## src/rtl/jtag_driver.sv

```systemverilog
// jtag_driver: JTAG master sequencer feeding a TAP controller.
// Turns RESET / SHIFT_IR / SHIFT_DR / IDLE commands into TCK/TMS/TDI
// waveforms, captures TDO during shifts and returns it as a one-cycle response.
// Optional feature macro: JTAG_TRST_EN (adds the TRST port and a TRST pulse
// ahead of every TAP reset sequence).
module jtag_driver #(
    parameter int DATA_W  = 8,
    parameter int CLK_DIV = 2,
    parameter int LEN_W   = $clog2(DATA_W) + 1
) (
    input  logic              CLK,
    input  logic              RST,
    input  logic              CMD_VALID,
    output logic              CMD_READY,
    input  logic [1:0]        CMD_OP,
    input  logic [LEN_W-1:0]  CMD_LEN,
    input  logic [DATA_W-1:0] CMD_DATA,
    output logic              RSP_VALID,
    output logic [DATA_W-1:0] RSP_DATA,
    output logic              BUSY,
    output logic              TCK,
    output logic              TMS,
    output logic              TDI,
    input  logic              TDO
`ifdef JTAG_TRST_EN
    ,
    output logic              TRST
`endif
);

    localparam int PH_W  = $clog2(2 * CLK_DIV + 1);
    localparam int CNT_W = $clog2(DATA_W + 8);
    localparam int IDX_W = (DATA_W > 1) ? $clog2(DATA_W) : 1;

    typedef logic [CNT_W-1:0] cnt_t;

    localparam logic [1:0] OP_RESET = 2'd0;
    localparam logic [1:0] OP_IR    = 2'd1;
    localparam logic [1:0] OP_DR    = 2'd2;
    localparam logic [1:0] OP_IDLE  = 2'd3;

    localparam logic [PH_W-1:0] PH_RISE = PH_W'(CLK_DIV - 1);
    localparam logic [PH_W-1:0] PH_END  = PH_W'(2 * CLK_DIV - 1);

    typedef enum logic [2:0] {
        S_IDLE,
        S_TRST,
        S_PRE,
        S_SHIFT,
        S_POST,
        S_WAIT
    } state_t;

    state_t              st_q, st_d;
    logic [PH_W-1:0]     ph_q, ph_d;
    cnt_t                bit_q, bit_d;
    logic [1:0]          op_q, op_d;
    cnt_t                len_q, len_d;
    logic [DATA_W-1:0]   data_q, data_d;
    logic [DATA_W-1:0]   cap_q, cap_d;
    logic [DATA_W-1:0]   rsp_data_q, rsp_data_d;
    logic                rsp_valid_q, rsp_valid_d;
    logic                ready_q, ready_d;
    logic                auto_q, auto_d;
    logic                tck_q, tck_d;
    logic                tms_q, tms_d;
    logic                tdi_q, tdi_d;
`ifdef JTAG_TRST_EN
    logic                trst_q, trst_d;
`endif

    // Scratch values for the bit-boundary decision.
    state_t              nst;
    cnt_t                nbit;
    logic                done;
    cnt_t                pre_last;
    cnt_t                last_bit;
    logic [LEN_W-1:0]    len_clamp;

    // Over-long requests shift at most DATA_W bits.
    assign len_clamp = (CMD_LEN > LEN_W'(DATA_W)) ? LEN_W'(DATA_W) : CMD_LEN;

    // Index of the final PRE bit: 6-bit TAP reset, 4-bit IR entry, 3-bit DR entry.
    assign pre_last = (op_q == OP_RESET) ? cnt_t'(5) :
                      (op_q == OP_IR)    ? cnt_t'(3) : cnt_t'(2);
    assign last_bit = len_q - cnt_t'(1);

    // TMS value driven for bit b of state s.
    function automatic logic tms_for(input state_t s, input logic [1:0] op,
                                     input cnt_t b, input cnt_t lastb);
        logic t;
        t = 1'b0;
        case (s)
            S_PRE: begin
                if (op == OP_RESET)   t = (b < cnt_t'(5));
                else if (op == OP_IR) t = (b < cnt_t'(2));
                else                  t = (b == cnt_t'(0));
            end
            S_SHIFT: t = (b == lastb);
            S_POST:  t = (b == cnt_t'(0));
            default: t = 1'b0;
        endcase
        return t;
    endfunction

    // Next-state and output decode; outputs are all registered one edge later.
    always_comb begin
        st_d        = st_q;
        ph_d        = ph_q;
        bit_d       = bit_q;
        op_d        = op_q;
        len_d       = len_q;
        data_d      = data_q;
        cap_d       = cap_q;
        rsp_data_d  = rsp_data_q;
        rsp_valid_d = 1'b0;
        ready_d     = ready_q;
        auto_d      = auto_q;
        tck_d       = tck_q;
        tms_d       = tms_q;
        tdi_d       = tdi_q;
`ifdef JTAG_TRST_EN
        trst_d      = trst_q;
`endif
        nst         = st_q;
        nbit        = bit_q;
        done        = 1'b0;

        case (st_q)
            S_IDLE: begin
                tck_d = 1'b0;
                tms_d = 1'b0;
                tdi_d = 1'b0;
                if (CMD_VALID && ready_q) begin
                    op_d   = CMD_OP;
                    data_d = CMD_DATA;
                    len_d  = cnt_t'(len_clamp);
                    cap_d  = '0;
                    ph_d   = '0;
                    bit_d  = '0;
                    if (CMD_OP == OP_RESET) begin
                        ready_d = 1'b0;
                        tms_d   = 1'b1;
`ifdef JTAG_TRST_EN
                        st_d    = S_TRST;
                        trst_d  = 1'b1;
`else
                        st_d    = S_PRE;
`endif
                    end else if (len_clamp == '0) begin
                        // Zero-length: nothing to clock, answer immediately.
                        rsp_valid_d = 1'b1;
                        rsp_data_d  = '0;
                    end else begin
                        ready_d = 1'b0;
                        st_d    = (CMD_OP == OP_IDLE) ? S_WAIT : S_PRE;
                        tms_d   = (CMD_OP != OP_IDLE);
                    end
                end
            end
`ifdef JTAG_TRST_EN
            S_TRST: begin
                // TRST held for one full TCK period with TCK low. Coming out of
                // RST the pulse has not started yet, so raise it first.
                tck_d = 1'b0;
                if (!trst_q) begin
                    trst_d = 1'b1;
                    ph_d   = '0;
                end else if (ph_q == PH_END) begin
                    trst_d = 1'b0;
                    ph_d   = '0;
                    bit_d  = '0;
                    st_d   = S_PRE;
                    tms_d  = 1'b1;
                    tdi_d  = 1'b0;
                end else begin
                    ph_d = ph_q + PH_W'(1);
                end
            end
`endif
            default: begin
                ph_d = ph_q + PH_W'(1);
                // TCK rising edge: TDO is taken on this same CLK edge.
                if (ph_q == PH_RISE) begin
                    tck_d = 1'b1;
                    if (st_q == S_SHIFT) cap_d[bit_q[IDX_W-1:0]] = TDO;
                end
                // TCK falling edge: end of bit, choose the next bit's TMS/TDI.
                if (ph_q == PH_END) begin
                    ph_d  = '0;
                    tck_d = 1'b0;
                    nbit  = bit_q + cnt_t'(1);
                    case (st_q)
                        S_PRE: begin
                            if (bit_q == pre_last) begin
                                if (op_q == OP_RESET) begin
                                    done = 1'b1;
                                end else begin
                                    nst  = S_SHIFT;
                                    nbit = '0;
                                end
                            end
                        end
                        S_SHIFT: begin
                            if (bit_q == last_bit) begin
                                nst  = S_POST;
                                nbit = '0;
                            end
                        end
                        S_POST:  if (bit_q == cnt_t'(1)) done = 1'b1;
                        S_WAIT:  if (bit_q == last_bit) done = 1'b1;
                        default: done = 1'b1;
                    endcase

                    if (done) begin
                        st_d    = S_IDLE;
                        bit_d   = '0;
                        ready_d = 1'b1;
                        tms_d   = 1'b0;
                        tdi_d   = 1'b0;
                        auto_d  = 1'b0;
                        // The power-on reset sequence is silent.
                        if (!auto_q) begin
                            rsp_valid_d = 1'b1;
                            rsp_data_d  = cap_q;
                        end
                    end else begin
                        st_d  = nst;
                        bit_d = nbit;
                        tms_d = tms_for(nst, op_q, nbit, last_bit);
                        tdi_d = (nst == S_SHIFT) ? data_q[nbit[IDX_W-1:0]] : 1'b0;
                    end
                end
            end
        endcase
    end

    // State and output registers; RST restarts the TAP reset sequence.
    always_ff @(posedge CLK) begin
        if (RST) begin
`ifdef JTAG_TRST_EN
            st_q   <= S_TRST;
            trst_q <= 1'b0;
`else
            st_q   <= S_PRE;
`endif
            ph_q        <= '0;
            bit_q       <= '0;
            op_q        <= OP_RESET;
            len_q       <= '0;
            data_q      <= '0;
            cap_q       <= '0;
            rsp_data_q  <= '0;
            rsp_valid_q <= 1'b0;
            ready_q     <= 1'b0;
            auto_q      <= 1'b1;
            tck_q       <= 1'b0;
            tms_q       <= 1'b1;
            tdi_q       <= 1'b0;
        end else begin
            st_q        <= st_d;
            ph_q        <= ph_d;
            bit_q       <= bit_d;
            op_q        <= op_d;
            len_q       <= len_d;
            data_q      <= data_d;
            cap_q       <= cap_d;
            rsp_data_q  <= rsp_data_d;
            rsp_valid_q <= rsp_valid_d;
            ready_q     <= ready_d;
            auto_q      <= auto_d;
            tck_q       <= tck_d;
            tms_q       <= tms_d;
            tdi_q       <= tdi_d;
`ifdef JTAG_TRST_EN
            trst_q      <= trst_d;
`endif
        end
    end

    assign CMD_READY = ready_q;
    assign BUSY      = ~ready_q;
    assign RSP_VALID = rsp_valid_q;
    assign RSP_DATA  = rsp_data_q;
    assign TCK       = tck_q;
    assign TMS       = tms_q;
    assign TDI       = tdi_q;
`ifdef JTAG_TRST_EN
    assign TRST      = trst_q;
`endif

endmodule

```

## config.mk

```make
export PLATFORM = sky130hd
export DESIGN_NAME = jtag_driver
export DESIGN_NICKNAME = d
export VERILOG_FILES = /design/src/rtl/jtag_driver.sv
export SDC_FILE = /design/constraint.sdc
export NUM_CORES = 1
export LEC_CHECK = 0
export CAP_MARGIN = 20
export CORE_ASPECT_RATIO = 2
export CORE_MARGIN = 4
export CORE_UTILIZATION = 42
export CTS_CLUSTER_SIZE = 10
export DETAILED_ROUTE_END_ITERATION = 8
export GPL_TIMING_DRIVEN = 0
export PLACE_DENSITY = 0.68
export SLEW_MARGIN = 20
export SYNTH_ARGS = -nofsm -noshare
export SYNTH_HDL_FRONTEND = slang
export SYNTH_SLANG_ARGS = --single-unit
```

## constraint.sdc

```tcl
create_clock -name CLK -period 3.8 [get_ports CLK]
set_clock_uncertainty 0.15 [all_clocks]
set_input_delay 0.76 -clock CLK [delete_from_list [all_inputs] [get_ports CLK]]
set_output_delay 0.76 -clock CLK [all_outputs]
set_load 0.02 [all_outputs]
```

==> results by group, run 1 <==
Setup path
  • WS Path Type: register to register
  • Worst-path maximum fanout: 10
  • Crit start category: register
  • Arrival time at the worst endpoint: 2.83 ns
  • Reg2reg end: RSP_DATA[0]$_SDFFE_PP0P_
  • Reg2reg setup slack: 1.03 ns
  • Crit. End Element: register
  • Worst reg-to-reg path cell count: 9
  • WP data required: 3.87 ns
  • FF-to-FF Start: len_q[0]$_SDFFE_PP0P_
  • Critical Path Source: len_q[0]$_SDFFE_PP0P_
  • Worst setup endpoint: RSP_DATA[0]$_SDFFE_PP0P_

Finish
  • Multi-input logic area: 1500 um2
  • Sequential standard cell area: 921 um2
  • P&R area growth vs syn: 20.6%
  • Final #Nets: 391
  • Diodes inserted: 0
  • Fillers: 576
  • Finished layout cell area: 3070 um2
  • Share of layout cells above drive strength 1: 4.88%

Power and ir drop
  • Power after layout: 1030 uW
  • Switching share of power: 23.1%
  • Clock network power share: 42.5%
  • Combinational power share: 9.4%
  • VDD IR max: 219 uV
  • Int Power: 793 uW
  • Seq pwr share: 48.1%
  • Leakage: 0.00104 uW
  • Pwr dens: 335 nW/um2
  • P_sw: 238 uW

Placement
  • DP Area: 2930 um2
  • Port buffer count: 30
  • DP Wirelength: 5420 um
  • Placer congestion estimate: 0.920

Logic synthesis
  • Async S/R FF share, synth: 0%
  • Syn Inst Count: 331
  • Synth Register Bits: 46
  • Avg Synthesized Cell Area: 7.70 um2
  • Yosys cell types: 59
  • Post-synth top area share: 36.1%
  • Post-Synthesis Cell Area: 2550 um2
  • Mapped Nets: 354
  • Number of flops mapped to enable cells by yosys: 0
  • Seq/Total Area, Yosys: 36.1%
  • Synth Flop Type: dfxtp_1
  • Warnings from Yosys: 0
  • Area leader, netlist: dfxtp_1
  • Synth top cells by count: 46 x dfxtp_1, 46 x nand2_1, 45 x a21oi_1
  • Area contributors post-synth: dfxtp_1 36%, a21oi_1 8.8%, nand2_1 6.8%

STA
  • Tmin final: 2.77 ns
  • Setup_tns: 0 ns
  • Max Clk Rate: 0.361 GHz
  • RSZ-0062 raised after global routing: false
  • Relative slew slack: 59.0%
  • Actual slew at the worst max-slew pin: 0.615 ns
  • Final Max Slew Viols: 0
  • Fin. Hold Viols: 0
  • Tcrit/Tclk final: 72.9%
  • Final setup fails: 0
  • Worst Hold Slack: 0.302 ns

Global routing
  • GRT Total Usage: 19.4%
  • Initial antenna violation count: 0
  • Largest net degree at the start of global routing: 14
  • Met2 GRT Util: 37.8%
  • Global routing usage on met3: 3.32%
  • Vias in the first global route: 2357
  • Met1 Use GR: 18.3%
  • GR Overflow Total: 0
  • GR peak layer: met2
  • First-pass GRT wire length: 11300 um

Hold path
  • Worst min-delay path class: register to register

Route
  • Vias per inst: 5.72
  • Vias: 2460
  • Number of DRC markers in iteration 0: 115
  • Post-route ant nets: 0
  • Wire per inst: 16.4 um
  • # DRC: 0
  • WL final: 7060 um
  • Initial DRT Pass Iterations: 4

Floorplanning
  • Chip width: 63.1 um
  • Core area: 5810 um2
  • Top-Level Pins: 32
  • Row cnt: 39
  • Starting density of the core: 43.9%
  • Die area: 7460 um2
  • Die height: 118 um

Clocking
  • Clock transition at path regs: 0.06 ns
  • Worst-skew pair later-pin latency: 0.29 ns
  • Clock Tree Buf Depth: 2
  • H-tree depth reported by CTS: 2
  • TritonCTS clock tree: built
  • CTS resizes: 0
  • TritonCTS buffer count: 5
  • Clock root cell: clkbuf_16
  • Post-CTS Setup Bufs: 0
  • # hold bufs at CTS: 0
  • CTS sink cnt: 46

Run status
  • Status: finished, final reports clean

Run
  • Max-Cap Viols: 0
==> stage by stage <==
step                utilization, %  cells  worst slack [ns]
floorplan                        -    331              1.35
global placement              50.4    422             0.931
detailed placement            50.4    422             0.867
CTS                           52.9    430             0.995
global route                  52.9    430             0.892
finish                        52.9    430              1.03
==> worst min path at each step <==
| stage | end | slack [ns] | start | cells after the start |
|---|---|---|---|---|
| 2_1_floorplan | auto_q$_SDFFE_PP1P_ | 0.28 | auto_q$_SDFFE_PP1P_ | 1 |
| 3_3_place_gp | data_q[5]$_SDFFE_PP0P_ | 0.29 | data_q[5]$_SDFFE_PP0P_ | 2 |
| 3_5_place_dp | data_q[5]$_SDFFE_PP0P_ | 0.29 | data_q[5]$_SDFFE_PP0P_ | 2 |
| 4_1_cts | data_q[5]$_SDFFE_PP0P_ | 0.30 | data_q[5]$_SDFFE_PP0P_ | 2 |
| 5_1_grt | data_q[5]$_SDFFE_PP0P_ | 0.32 | data_q[5]$_SDFFE_PP0P_ | 2 |
| 6_report | data_q[5]$_SDFFE_PP0P_ | 0.30 | data_q[5]$_SDFFE_PP0P_ | 2 |
==> area by class of cell <==
class / count / share of cell area, %
sequential: 46 / 30.0
tap: 61 / 2.48
multi-input combinational: 252 / 48.8
buffer: 22 / 2.89
clock buffer: 7 / 4.64
timing repair buffer: 30 / 9.77
inverter: 11 / 1.34
clock inverter: 1 / 0.163
==> flip-flops by register name, summed over array words and instances, names as in the netlist, 2 cells and up <==
signal and count:
RSP_DATA 8, cap_q 8, data_q 8, bit_q 4
len_q 4, ph_q 3, st_q 3, op_q 2
==> metal layers <==
layer  vias to the layer above  wire [um]
met4                         0        270
met3                        19        191
met1                      1150       2590
met5                         -          0
met2                        53       4020
li1                       1238          -
==> cell usage in the layout (no fill, tap or decap), types with 2 or more instances in the layout <==
master,Yosys,final
mux2i_1,2,2
or3_1,4,4
o221ai_1,2,2
nor2_1,18,18
and3b_1,2,2
xnor2_1,7,7
nand2_1,46,46
nor4_1,2,2
nor2b_1,6,6
nand3_1,21,21
dfxtp_1,46,46
o21ai_0,13,13
and3_1,3,3
clkbuf_1,19,20
and2_1,2,2
nor3_1,6,6
nand3b_1,6,6
buf_2,2,2
clkdlybuf4s50_1,0,30
clkbuf_16,0,5
nand2b_1,12,12
a211oi_1,5,5
inv_1,11,11
xor2_1,5,5
a31oi_1,5,5
ha_1,5,5
a21oi_1,45,45
or4_1,3,3
==> logic make-up after synthesis <==
| family | after synthesis | synth area share (%) |
|---|---|---|
| DFF | 46 | 36.1 |
| AOI/OAI and AO/OA | 90 | 21.6 |
| buffers and inverters | 33 | 5.10 |
| xor gates and xnor gates | 13 | 5.20 |
| muxes | 3 | 1.23 |
| and+or+nand+nor | 141 | 28.3 |
| adders and majority gates | 5 | 2.45 |
==> power groups by stage <==
| stage | Clock, uW | Combinational (uW) | Sequential (uW) |
|---|---|---|---|
| floorplan | 0 | 53.2 | 507 |
| global placement | 0 | 94.5 | 506 |
| detailed placement | 0 | 95.1 | 507 |
| CTS | 448 | 96.5 | 496 |
| global route | 460 | 107 | 496 |
| finish | 438 | 97.4 | 496 |
==> critical path, stage by stage (launching register included) <==
cell and delay, ns:
dfxtp_1 0.46, inv_1 0.09, ha_1 0.38, xnor2_1 0.17
or2_1 0.24, or4_4 0.52, a21oi_4 0.25, buf_4 0.21
nand3_1 0.08, a21oi_1 0.16
Power figures use the tool's default switching activity.
==> run 2, diff against run 1 <==
Settings changed: PLACE_DENSITY 0.68 to 0.71.
Clock period 3.8 ns to 2.3 ns, I/O delays scaled along.
==> results by group, run 2 (synthesis results as in run 1) <==
STA
  • Worst Hold Slack: 0.302 ns
  • Final Max Slew Viols: 0
  • Tcrit/Tclk final: 104%
  • Tmin final: 2.39 ns
  • Final setup fails: 14
  • Relative slew slack: 53.4%
  • Actual slew at the worst max-slew pin: 0.700 ns
  • Post-route setup slack: -0.0860 ns
  • Max Clk Rate: 0.419 GHz
  • Fin. Hold Viols: 0
  • RSZ-0062 raised after global routing: true
  • Setup_tns: -0.639 ns

Finish
  • Share of layout cells above drive strength 1: 20.4%
  • Sequential standard cell area: 930 um2
  • Final Non-Filler Cells: 448
  • Most common cell after layout, fill and taps aside: nand2_1
  • P&R area growth vs syn: 36.9%
  • Multi-input logic area: 1720 um2
  • Final #Nets: 409
  • Diodes inserted: 0
  • Commonest cells after routing, fill and taps aside: 45 x nand2_1, 42 x a21oi_1, 41 x dfxtp_1
  • Fillers: 527

Global routing
  • GRT Total Usage: 20.2%
  • First-pass GRT wire length: 12000 um
  • Initial antenna violation count: 0
  • GR Overflow Total: 0
  • Largest net degree at the start of global routing: 15
  • Vias in the first global route: 2559

Placement
  • Placer congestion estimate: 0.912
  • Placed insts: 422
  • DP Wirelength: 5460 um
  • Port buffer count: 30
  • Pre-CTS WS: -0.514 ns

Setup path
  • WP data required: 2.32 ns
  • Arrival time at the worst endpoint: 2.40 ns
  • WS Path Type: register to register
  • Worst-path maximum fanout: 5
  • Crit. End Element: register
  • Crit start category: register

Route
  • Number of DRC markers in iteration 0: 136
  • # DRC: 0
  • WL final: 7690 um
  • Vias per inst: 5.86
  • Post-route ant nets: 0
  • Vias: 2627
  • Initial DRT Pass Iterations: 4
  • Wire per inst: 17.2 um

Run
  • Max-Cap Viols: 0

Clocking
  • TritonCTS buffer count: 5
  • Worst-skew pair later-pin latency: 0.28 ns
  • # hold bufs at CTS: 0
  • TritonCTS clock tree: built
  • Clock Tree Buf Depth: 2
  • H-tree depth reported by CTS: 2
  • Clock root cell: clkbuf_16
  • Clock transition at path regs: 0.06 ns
  • CTS sink cnt: 46

Floorplanning
  • Row cnt: 39
  • Die area: 7460 um2
  • Die height: 118 um
  • Core area: 5810 um2
  • Chip width: 63.1 um
  • Top-Level Pins: 32
  • Starting density of the core: 43.9%

Run status
  • Status: finished, violations left
  • Failing checks: setup timing

Power and ir drop
  • Pwr dens: 494 nW/um2
  • Leakage: 0.00122 uW
  • VDD IR max: 447 uV

Hold path
  • Worst min-delay path class: register to register
-- run 2: worst paths after layout --
check             cells after the start  slack, ns                     end                   start
setup / recovery                      9      -0.09    st_q[1]$_SDFFE_PP1P_   len_q[0]$_SDFFE_PP0P_
hold / removal                        2       0.30  data_q[5]$_SDFFE_PP0P_  data_q[5]$_SDFFE_PP0P_
setup reg to reg                      9      -0.09    st_q[1]$_SDFFE_PP1P_   len_q[0]$_SDFFE_PP0P_
hold reg to reg                       2       0.30  data_q[5]$_SDFFE_PP0P_  data_q[5]$_SDFFE_PP0P_
-- run 2: cell type report --
type                            instances  area share [%]
Clock buffer                            6            3.98
Multi-Input combinational cell        253            49.2
Buffer                                 20            2.83
Timing Repair Buffer                   49            13.6
Tap cell                               61            2.19
Inverter                               11            1.25
Clock inverter                          2           0.358
Sequential cell                        46            26.6
-- run 2: repair_timing --
action,in CTS,in global routing
hold endpoints to repair,0,0
gates cloned,1,1
resized for setup,31,29
pin swaps,12,16
endpoints found under the setup margin,20,19
buffers inserted,9,9
-- run 2: metal layers --
metal	part of all wire, %	vias to the layer above	GRT usage [%]
met5	0	-	0
met1	33	1232	18.2
met3	3.4	33	2.66
met2	58	81	40.2
li1	-	1281	-
met4	5.6	0	12.6
-- run 2: power breakdown --
| part | leakage, uW | internal (uW) | switching (uW) | total [uW] |
|---|---|---|---|---|
| logic | 0.000778 | 75.7 | 97.5 | 173 |
| clock network | 0.0000729 | 430 | 304 | 734 |
| registers | 0.000373 | 807 | 10.5 | 818 |
-- run 2: per-stage QoR --
step | cell area (um2) | util [%] | total power [uW]
floorplan | 2570 | - | 926
finish | 3490 | 60.1 | 1720
global route | 3490 | 60.1 | 1780
detailed placement | 2940 | 50.7 | 994
CTS | 3290 | 56.6 | 1730
global placement | 2940 | 50.7 | 992
-- run 2: worst max-delay path, cell delays in order, from the launching register on --
cell and delay, ns:
dfxtp_4 0.37, inv_4 0.04, ha_4 0.22, xnor2_2 0.14
or2_1 0.26, or4_4 0.47, buf_12 0.16, nand2_8 0.08
o21ai_2 0.06, a221o_1 0.32
==> run 3, diff against run 2 <==
Settings changed: ABC_CLOCK_PERIOD_IN_PS set to 2300, GPL_TIMING_DRIVEN 0 to unset.
==> results by group, run 3 (synthesis results as in run 1) <==
Setup path
  • WP data required: 2.38 ns
  • Worst-path maximum fanout: 17
  • Crit. End Element: register
  • Worst reg-to-reg path cell count: 9
  • FF-to-FF Start: len_q[0]$_SDFFE_PP0P_
  • Critical Path Source: len_q[0]$_SDFFE_PP0P_
  • Critical path's top delay family: simple AND/OR/NAND/NOR gates
  • Slowest stage delay, CP: 0.47 ns
  • Crit start category: register
  • Reg2reg setup slack: 0.02 ns
  • Arrival time at the worst endpoint: 2.35 ns
  • CP Cell Sequence: inv_2 > ha_4 > xnor2_2 > or2_1 > or4_4 > a21oi_4 > buf_12 > nand3_1 > a21oi_2
  • Buf+Inv Stages, Crit Path: 2
  • Reg2reg end: RSP_DATA[7]$_SDFFE_PP0P_
  • WS Path Type: register to register
  • CP max-delay cell: or4_4

Clocking
  • Clock transition at path regs: 0.06 ns
  • Clock Tree Buf Depth: 2
  • TritonCTS clock tree: built
  • Clock root cell: clkbuf_16
  • H-tree depth reported by CTS: 2
  • Worst-skew pair later-pin latency: 0.29 ns
  • CTS sink cnt: 46
  • TritonCTS buffer count: 5

Route
  • Wire per inst: 15.0 um
  • Vias: 2596
  • WL final: 6810 um
  • Vias per inst: 5.71
  • Post-route ant nets: 0
  • Number of DRC markers in iteration 0: 109
  • Initial DRT Pass Iterations: 4
  • # DRC: 0

Placement
  • Pre-CTS WS: -0.215 ns
  • DP Wirelength: 5370 um
  • Placer congestion estimate: 0.958
  • Port buffer count: 31
  • Placed insts: 447

STA
  • Actual slew at the worst max-slew pin: 0.467 ns
  • Setup_tns: 0 ns
  • Final Max Slew Viols: 0
  • Post-route setup slack: 0.0248 ns
  • Max Clk Rate: 0.440 GHz
  • RSZ-0062 raised after global routing: true
  • Relative slew slack: 68.6%
  • Fin. Hold Viols: 0
  • Final setup fails: 0
  • Tcrit/Tclk final: 98.9%
  • Tmin final: 2.28 ns

Hold path
  • Worst min-delay path class: register to register
  • Worst hold endpoint: data_q[3]$_SDFFE_PP0P_
  • Hold wc startpoint: data_q[3]$_SDFFE_PP0P_
  • Worst hold path depth: 2

Floorplanning
  • Starting density of the core: 43.9%
  • Core area: 5810 um2
  • Die area: 7460 um2
  • Top-Level Pins: 32
  • Row cnt: 39
  • Chip width: 63.1 um
  • Die height: 118 um

Finish
  • P&R area growth vs syn: 36.4%
  • Commonest cells after routing, fill and taps aside: 46 x nand2_1, 44 x buf_4, 42 x dfxtp_1
  • Final #Nets: 416
  • Diodes inserted: 0
  • Most common cell after layout, fill and taps aside: nand2_1
  • Share of layout cells above drive strength 1: 21.3%
  • Final Non-Filler Cells: 455

Run status
  • Status: finished, final reports clean

Power and ir drop
  • Pwr dens: 489 nW/um2
  • VDD IR max: 488 uV
  • Leakage: 0.00126 uW

Run
  • Max-Cap Viols: 0

Global routing
  • GRT Total Usage: 19.0%
  • Vias in the first global route: 2532
  • Initial antenna violation count: 0
  • Largest net degree at the start of global routing: 23
  • First-pass GRT wire length: 11500 um
  • GR Overflow Total: 0
-- run 3: changes by cell type in the layout (fill, tap and decap cells not counted), sizes merged --
cell           change
clkbuf            -18
buf               +25
clkdlybuf4s50      +1
clkinvlp           -1
nand2              -1
clkinv             +1
-- run 3: power by group --
part	internal [uW]	switching, uW	total [uW]
Clock	403	300	703
Sequential	807	9.83	817
Combinational	89.8	91.4	181
Total	1300	402	1700
-- run 3: worst max-delay path by stage --
stage / end / cells past startpoint
2_1_floorplan: RSP_DATA[6]$_SDFFE_PP0P_ / 9
3_3_place_gp: TMS$_SDFFE_PP1N_ / 7
3_5_place_dp: TMS$_SDFFE_PP1N_ / 7
4_1_cts: TMS$_SDFFE_PP1N_ / 9
5_1_grt: RSP_DATA[7]$_SDFFE_PP0P_ / 9
6_report: RSP_DATA[7]$_SDFFE_PP0P_ / 9
-- run 3: cell type report --
| class | count | area [um2] |
|---|---|---|
| clock buffer | 6 | 129 |
| clock inverter | 2 | 13.8 |
| fill | 520 | 2330 |
| inverter | 11 | 41.3 |
| multi-input combinational | 252 | 1610 |
| sequential | 46 | 928 |
| tap | 61 | 76.3 |
| timing repair buffer | 77 | 681 |
-- run 3: timing repair --
| action | CTS | global route |
|---|---|---|
| buffers inserted | 0 | 0 |
| gates resized for setup | 4 | 20 |
| endpoints found under the setup margin | 12 | 17 |
| pin swaps | 1 | 3 |
| hold buffers | 0 | 0 |
-- run 3: metal layers --
metal	vias up	share of wire [%]	wire, um	track usage, %
li1	1292	-	-	-
met1	1214	36	2420	17.8
met2	63	57	3880	35.9
met3	27	2.9	199	3.80
met4	0	4.6	316	12.4
met5	-	0	0	0
-- run 3: worst min-delay path: stages (launching register included) --
cell	delay, ns
dfxtp_1	0.31
nand2_1	0.05
a21oi_1	0.05
-- run 3: per-stage QoR --
step,power (uW),util [%],area [um2],hold slack (ns)
5_1_grt,1770,59.9,3480,0.330
3_3_place_gp,1010,55.7,3230,0.290
2_1_floorplan,926,-,2570,0.277
4_1_cts,1720,58.4,3390,0.304
3_5_place_dp,1010,55.7,3230,0.295
6_report,1700,59.9,3480,0.301
